--- src/rtl/rr_channel_arbiter.sv ---
// ============================================================================
// Module      : rr_channel_arbiter
// Description : Round-robin merge of NUM_REQ four-phase sender channels onto
//               one four-phase output channel. Optional stall watchdog is
//               compiled in with the ARB_WATCHDOG_EN macro.
// Revision    : 1.0 - initial release
// ============================================================================
`default_nettype none

module rr_channel_arbiter #(
    parameter int NUM_REQ = 4,
    parameter int WIDTH   = 8,
    parameter int TIMEOUT = 64
) (
    input  logic                       clk,
    input  logic                       rst_n,
    input  logic [NUM_REQ-1:0]         in_req,
    input  logic [NUM_REQ*WIDTH-1:0]   in_data,
    output logic [NUM_REQ-1:0]         in_ack,
    output logic                       out_req,
    output logic [WIDTH-1:0]           out_data,
    input  logic                       out_ack,
    output logic [$clog2(NUM_REQ)-1:0] grant_id,
    output logic                       busy,
    output logic                       stall_err
);

    localparam int c_idWidth = $clog2(NUM_REQ);

    typedef enum logic [1:0] {
        IDLE  = 2'd0,
        SEND  = 2'd1,
        DRAIN = 2'd2
    } state_t;

    state_t                 r_state;
    state_t                 w_stateNext;
    logic [c_idWidth-1:0]   r_rrPtr;
    logic [c_idWidth-1:0]   w_rrPtrNext;
    logic [c_idWidth-1:0]   r_grantId;
    logic [c_idWidth-1:0]   w_grantIdNext;
    logic [WIDTH-1:0]       r_outData;
    logic [WIDTH-1:0]       w_outDataNext;
    logic                   r_outReq;
    logic                   w_outReqNext;
    logic [NUM_REQ-1:0]     r_inAck;
    logic [NUM_REQ-1:0]     w_inAckNext;

    logic                   w_found;
    logic [c_idWidth-1:0]   w_pick;
    logic [c_idWidth-1:0]   w_candIdx;
    int                     w_cand;

    generate
        if (NUM_REQ < 2 || NUM_REQ > 16 || TIMEOUT < 2) begin : g_paramCheck
            $error("rr_channel_arbiter: NUM_REQ must be 2..16 and TIMEOUT >= 2");
        end
    endgenerate

    // First requesting channel at or above rr_ptr, wrapping past NUM_REQ-1.
    always_comb begin
        w_found   = 1'b0;
        w_pick    = '0;
        w_cand    = 0;
        w_candIdx = '0;
        for (int k = 0; k < NUM_REQ; k++) begin
            w_cand = int'(r_rrPtr) + k;
            if (w_cand >= NUM_REQ) begin
                w_cand = w_cand - NUM_REQ;
            end
            w_candIdx = c_idWidth'(w_cand);
            if (!w_found && in_req[w_candIdx]) begin
                w_found = 1'b1;
                w_pick  = w_candIdx;
            end
        end
    end

    always_comb begin
        w_stateNext   = r_state;
        w_rrPtrNext   = r_rrPtr;
        w_grantIdNext = r_grantId;
        w_outDataNext = r_outData;
        w_outReqNext  = r_outReq;
        w_inAckNext   = r_inAck;
        case (r_state)
            IDLE: begin
                if (w_found) begin
                    w_grantIdNext = w_pick;
                    w_outDataNext = in_data[w_pick*WIDTH +: WIDTH];
                    w_outReqNext  = 1'b1;
                    w_stateNext   = SEND;
                end
            end
            SEND: begin
                if (out_ack) begin
                    w_outReqNext           = 1'b0;
                    w_inAckNext            = '0;
                    w_inAckNext[r_grantId] = 1'b1;
                    w_stateNext            = DRAIN;
                end
            end
            DRAIN: begin
                if (!in_req[r_grantId] && !out_ack) begin
                    w_inAckNext = '0;
                    w_rrPtrNext = (r_grantId == c_idWidth'(NUM_REQ - 1)) ? '0
                                                                        : r_grantId + 1'b1;
                    w_stateNext = IDLE;
                end
            end
            default: begin
                w_outReqNext = 1'b0;
                w_inAckNext  = '0;
                w_stateNext  = IDLE;
            end
        endcase
    end

    always_ff @(posedge clk or negedge rst_n) begin
        if (!rst_n) begin
            r_state <= IDLE;
        end else begin
            r_state <= w_stateNext;
        end
    end

    always_ff @(posedge clk or negedge rst_n) begin
        if (!rst_n) begin
            r_rrPtr   <= '0;
            r_grantId <= '0;
            r_outData <= '0;
            r_outReq  <= 1'b0;
            r_inAck   <= '0;
        end else begin
            r_rrPtr   <= w_rrPtrNext;
            r_grantId <= w_grantIdNext;
            r_outData <= w_outDataNext;
            r_outReq  <= w_outReqNext;
            r_inAck   <= w_inAckNext;
        end
    end

`ifdef ARB_WATCHDOG_EN
    localparam int c_cntWidth = $clog2(TIMEOUT + 1);

    logic [c_cntWidth-1:0] r_wdCount;
    logic [c_cntWidth-1:0] w_wdCountNext;
    logic                  r_stallErr;

    // Dwell counter restarts whenever the FSM moves, so it measures one wait.
    always_comb begin
        w_wdCountNext = r_wdCount;
        if (w_stateNext != r_state || r_state == IDLE) begin
            w_wdCountNext = '0;
        end else if (r_wdCount != c_cntWidth'(TIMEOUT)) begin
            w_wdCountNext = r_wdCount + 1'b1;
        end
    end

    always_ff @(posedge clk or negedge rst_n) begin
        if (!rst_n) begin
            r_wdCount  <= '0;
            r_stallErr <= 1'b0;
        end else begin
            r_wdCount  <= w_wdCountNext;
            r_stallErr <= r_stallErr | (w_wdCountNext == c_cntWidth'(TIMEOUT));
        end
    end

    assign stall_err = r_stallErr;
`else
    assign stall_err = 1'b0;
`endif

    assign in_ack   = r_inAck;
    assign out_req  = r_outReq;
    assign out_data = r_outData;
    assign grant_id = r_grantId;
    assign busy     = (r_state != IDLE);

endmodule

`default_nettype wire

--- config.mk ---
export PLATFORM = sky130hd
export DESIGN_NAME = rr_channel_arbiter
export DESIGN_NICKNAME = d
export VERILOG_FILES = /design/src/rtl/rr_channel_arbiter.sv
export SDC_FILE = /design/constraint.sdc
export NUM_CORES = 1
export LEC_CHECK = 0
export ABC_CLOCK_PERIOD_IN_PS = 2250
export CAP_MARGIN = 0
export CORE_MARGIN = 1.5
export CORE_UTILIZATION = 40
export DETAILED_ROUTE_END_ITERATION = 6
export GPL_TIMING_DRIVEN = 0
export PLACE_DENSITY = 0.83
export SYNTH_ARGS = -nofsm -noshare
export SYNTH_HDL_FRONTEND = slang
export SYNTH_SLANG_ARGS = --single-unit
--- constraint.sdc ---
create_clock -name clk -period 2.25 [get_ports clk]
set_clock_uncertainty 0.2 [all_clocks]
set_input_delay 0.45 -clock clk [delete_from_list [all_inputs] [get_ports clk]]
set_output_delay 0.45 -clock clk [all_outputs]
set_load 0.005 [all_outputs]
# Word-level counts from Yosys, hierarchy flattened
# Cells that the tools add are included.
dict set report word_totals {
  ff_bits 19
  input_bits 39
  out_inout_bits 17
}
dict set report op_classes {
  n_reduce_logical 17
  eq_ne 6
  bitwise_logic 2
  n_addsub 8
  n_lt_le_gt_ge 10
  shift 1
  muxes 35
}
# op n
set ops {}
lappend ops {{$shiftx 32x6->8} 1}
lappend ops {{$mux 2} 12}
lappend ops {{$lt 2x3->1 const B} 5}
lappend ops {{$mux 1} 12}
lappend ops {{$pmux 4 s3} 1}
lappend ops {{$bmux 1 s2} 5}
lappend ops {{$ge 3x3->1 const B} 3}
lappend ops {{$reduce_and 3->1} 3}
lappend ops {{$mux 4} 2}
lappend ops {{$sub 2x1->2 const B} 4}
lappend ops {{$add 2x2->3 const B} 2}
lappend ops {{$ne 2x2->1 const B} 3}
lappend ops {{$pmux 2 s3} 1}
lappend ops {{$logic_and 1x1->1} 5}
lappend ops {{$logic_not 1->1} 5}
lappend ops {{$eq 2x2->1 const B} 2}
lappend ops {{$reduce_and 2->1} 2}
lappend ops {{$add 2x1->3 const B} 1}
lappend ops {{$ge 2x3->1 const B} 1}
lappend ops {{$pmux 1 s3} 1}
lappend ops {{$add 2x1->2 const B} 1}
lappend ops {{$demux 1 s2} 1}
lappend ops {{$eq 2x1->1 const B} 1}
lappend ops {{$ge 2x1->1 const B} 1}
lappend ops {{other kinds (3)} 4}

# Logic depth before layout (Yosys ltp)
dict set report depth {
  word_depth 16
  mapped_depth 5
  ltp_nobuf 4
}

# Worst setup path before layout
# No wires, ideal clock.
dict set report synth_path {
  path_type {register to register}
  from {register r_grantId[0], in the netlist grant_id[0]}
  to {register r_rrPtr[0]}
  path_buffers 0
  path_slack_ns 0.320
  period_less_slack_ns 1.930
  t_required_ns 1.922
  setup_time_ns 0.128
  arrival_time_ns 1.603
  path_stages_with_launch 4
  path_cell_list {dfrtp_1 mux4_2 nor4b_2 mux2_1}
}
dict set report synth_between {
  elab_chain_cells 5
  elab_cells_between_ends 8
  classes_between {add/sub: 1; eq/ne: 1; mux: 3; reduce/logical: 3}
}
# element line
set synth_rtl {}
lappend synth_rtl {{start: declaration} 40} ;# logic [c_idWidth-1:0] r_grantId;
lappend synth_rtl {{start signal: assignment} 136} ;# r_grantId <= w_grantIdNext;
lappend synth_rtl {{$bmux 1 s2} 104} ;# if (!in_req[r_grantId] && !out_ack) begin
lappend synth_rtl {{$mux 1 (not written as such)} 104}
lappend synth_rtl {{$logic_not 1->1} 104}
lappend synth_rtl {{$logic_and 1x1->1} 104}
lappend synth_rtl {{$reduce_and 2->1 (no line)} --}
lappend synth_rtl {{end signal: assignment} 135} ;# r_rrPtr <= w_rrPtrNext;
lappend synth_rtl {{end: declaration} 38} ;# logic [c_idWidth-1:0] r_rrPtr;
# Several ways; a longest one is shown, not always the timed one. The select of a mux whose other input is x is not followed.
# A chain may end at the register's enable or synchronous reset.

# Worst setup path in the final report
dict set report layout_path {
  from {input in_req[3]}
  to {register r_rrPtr[0]}
}
dict set report layout_between {
  elab_chain_cells 5
}
# element line
set layout_rtl {}
lappend layout_rtl {{start: declaration} 17} ;# input logic [NUM_REQ-1:0] in_req,
lappend layout_rtl {{$bmux 1 s2} 104}
lappend layout_rtl {{$mux 1 (not written as such)} 104}
lappend layout_rtl {{$logic_not 1->1} 104}
lappend layout_rtl {{$logic_and 1x1->1} 104}
lappend layout_rtl {{$reduce_and 2->1 (no line)} --}
# No other way between the ends. The select of a mux whose other input is x is not followed.

==> impl_metrics.py <==
metrics = {
    "status": {
        "status": "finished, violations left",
        "violations": "design-rule violations",
    },
    "clock_tree": {
        "cts_root_buffer": "clkbuf_4",
        "clkLatencyLatePin_ns": 0.30,
        "path_clk_slew_ns": 0.11,
        "cts_tree": "built",
        "cts.sink_count": 19,
        "cts_buffer_depth": 2,
        "postCtsHoldBufs": 0,
        "cts_buffers": 3,
        "cts_max_level": 1,
    },
    "floorplanning": {
        "die_w_um": 57.69,
        "die_height_um": 57.69,
        "io_pins": 56,
        "core_um2": 2805,
        "num_rows": 19,
        "die_area_um2": 3328,
        "initial_core_util_pct": 42.64,
    },
    "timing": {
        "slew_viol_final": 0,
        "relSlewSlack_pct": 40.42,
        "finalSetupViolCount": 0,
        "period_needed_ns": 2.193,
        "worst_pin_slew_ns": 0.8909,
        "max_freq_mhz": 456.1,
        "grt_setup_unrepaired": "true",
        "finalHoldViolations": 0,
        "fin_tns_setup_ns": 0,
        "post-route-period-util_pct": 97.45,
    },
    "drt": {
        "drcViolationCount": 3,
        "wl_per_cell_um": 16.01,
        "num_vias": 1137,
        "via_per_inst": 5.546,
        "drt_wl_total_mm": 3.282,
        "drt_first_pass_iters": 7,
        "ant_nets": 0,
        "first_iter_violations": 35,
    },
    "cells_and_area": {
        "drive_above_1_share_pct": 9.195,
        "area_growth_pct": 52.09,
        "fillers": 252,
        "fin_area_um2": 1819,
        "layout.nets": 218,
        "antenna_cells": 0,
        "instances_no_fill": 205,
        "most-common-layout-cells": "52 x clkdlybuf4s50_1, 19 x dfrtp_1, 16 x mux2i_1",
        "final_common_cell": "clkdlybuf4s50_1",
        "utilization_pct": 64.85,
    },
    "synthesis": {
        "synthesis.area_um2": 1196,
        "synth_cells": 116,
        "synth_area_per_cell_um2": 10.31,
        "synth_edf_count": 0,
        "synth_warnings": 0,
        "synthArstFlopShare_pct": 100.0,
        "ys_seq_elements": 19,
        "synthDistinctLibCells": 35,
        "ys.flop_type": "dfrtp_1",
        "synth.net_count": 159,
        "yosysSeqAreaShare_pct": 39.75,
    },
    "place": {
        "portBuffers": 53,
        "place_inst": 200,
        "hpwl_mm": 2.528,
        "postPlaceCellArea_um2": 1765,
        "globalplace.congestion": 0.8035,
    },
    "run": {
        "drv_cap": 0,
    },
    "setup_path": {
        "cp_cell_sequence": "clkdlybuf4s50_1 > mux4_2 > nor4b_4 > mux2_1",
        "crit_slowest_cell": "mux4_2",
        "critPathMaxFanout": 5,
        "cp.required_ns": 2.25,
        "worstSetupPathType": "primary input to flip-flop",
        "rr_worst_depth": 3,
        "cp_slowest_stage_delay_ns": 0.57,
        "cp-end-kind": "flip-flop",
        "reg2reg_slack_ns": 0.19,
        "start_kind": "primary input",
        "worstReg2RegStart": "grant_id[0]",
        "r2r-end": "r_rrPtr[0]",
        "arrival_ns": 2.19,
    },
    "hold_path": {
        "hp-class": "primary input to flip-flop",
        "holdCritStartpoint": "out_ack",
        "holdPathEnd": "r_state[0]",
        "hold-path-cell-count": 2,
    },
    "pwr": {
        "powerDensity_nw_per_um2": 1078,
        "leakage_nw": 0.8109,
        "peakVddDrop_v": 0.0004947,
    },
    "grt": {
        "gr-total-overflow": 0,
        "grt_pass1_wl_mm": 5.285,
        "grt_usage_pct": 20.15,
        "grt_max_degree": 20,
        "grt_pass1_vias": 1188,
        "antenna_found_initial": 0,
    },
}
==> critical path, delay by kind of cell <==
kind,cells,cell delay [ns]
mux,2,0.92
buf+inv,1,0.53
simple gates,1,0.28
==> metal layers <==
layer	GRT usage, %	routed length [um]
met1	25.14	1376
met2	35.88	1730
met3	2.009	116
met4	7.641	58
met5	0	0
==> what timing repair did <==
item                       CTS  global route
setup endpoints to repair    9            10
gates resized for setup      2             4
pin swaps                    1             0
hold endpoints to repair     0             0
gates cloned                 0             0
setup buffers                1             0
==> through the flow <==
stage / total power, W / hold WS (ns) / setup WS, ns
after floorplan: 0.001260 / -0.04559 / 0.3197
after global placement: 0.001715 / 0.2726 / -0.3617
after detailed placement: 0.001757 / 0.2762 / -0.4540
after CTS: 0.001954 / 0.2692 / 0.03223
after global routing: 0.002105 / 0.2854 / -0.01023
final: 0.001962 / 0.2962 / 0.05735
==> how the worst max path moves through the flow <==
stage                      from           to  slack (ns)  depth (start not counted)
floorplan           grant_id[0]   r_rrPtr[0]        0.32                          3
global placement      in_req[3]  out_data[2]       -0.36                          5
detailed placement    in_req[3]  out_data[0]       -0.45                          5
CTS                   in_req[0]  out_data[2]        0.03                          6
global route          in_req[3]  out_data[2]       -0.01                          5
finish                in_req[3]   r_rrPtr[0]        0.06                          4
==> area by class of cell <==
cell class,count,area (um^2),share of cell area (%)
multi-input cells,81,661.9,36.38
repair buffers,54,540.5,29.71
flip-flops and latches,19,475.5,26.13
plain buffers,7,41.29,2.270
well taps,31,38.79,2.132
inverters,9,33.78,1.857
clock buffers,3,22.52,1.238
clock inverters,1,5.005,0.2751
==> flip-flops by register name, summed over array words and instances, names as in the netlist <==
register and count:
out_data 8, in_ack 4, grant_id 2, r_rrPtr 2, r_state 2, out_req 1
==> cells in the mapped netlist, types with 2 or more instances <==
| cell | number | area, um^2 |
|---|---|---|
| dfrtp_1 | 19 | 475.5 |
| o221ai_1 | 8 | 70.07 |
| mux2i_1 | 16 | 160.2 |
| nor2_1 | 5 | 18.77 |
| buf_2 | 2 | 10.01 |
| clkbuf_1 | 3 | 11.26 |
| nand4b_1 | 4 | 35.03 |
| nor2b_1 | 2 | 12.51 |
| ha_1 | 4 | 50.05 |
| o22a_1 | 2 | 17.52 |
| o21ai_0 | 2 | 10.01 |
| mux2_1 | 2 | 22.52 |
| inv_1 | 9 | 33.78 |
| nand2_1 | 12 | 45.04 |
| a21oi_1 | 2 | 10.01 |
| o21ai_1 | 5 | 25.02 |
==> logic make-up (layout without fill, tap and decap cells) <==
logic type	count (synthesis)	in the layout	synth area share, %
AND/OR/NAND/NOR	30	30	14.12
adder cells (fa/ha/maj)	4	4	4.184
multiplexers	20	20	18.41
AO/OA/AOI/OAI	26	26	17.05
buffers and inverters	16	74	6.171
other	1	1	0.3135
flip-flops	19	19	39.75
==> report_power, final <==
group | internal (W) | total [W] | switching (W)
clock network | 0.0000664 | 0.000182 | 0.000115
logic | 0.000639 | 0.00114 | 0.000504
registers | 0.000503 | 0.000637 | 0.000134
No activity file was read; power rests on OpenSTA's default activity.
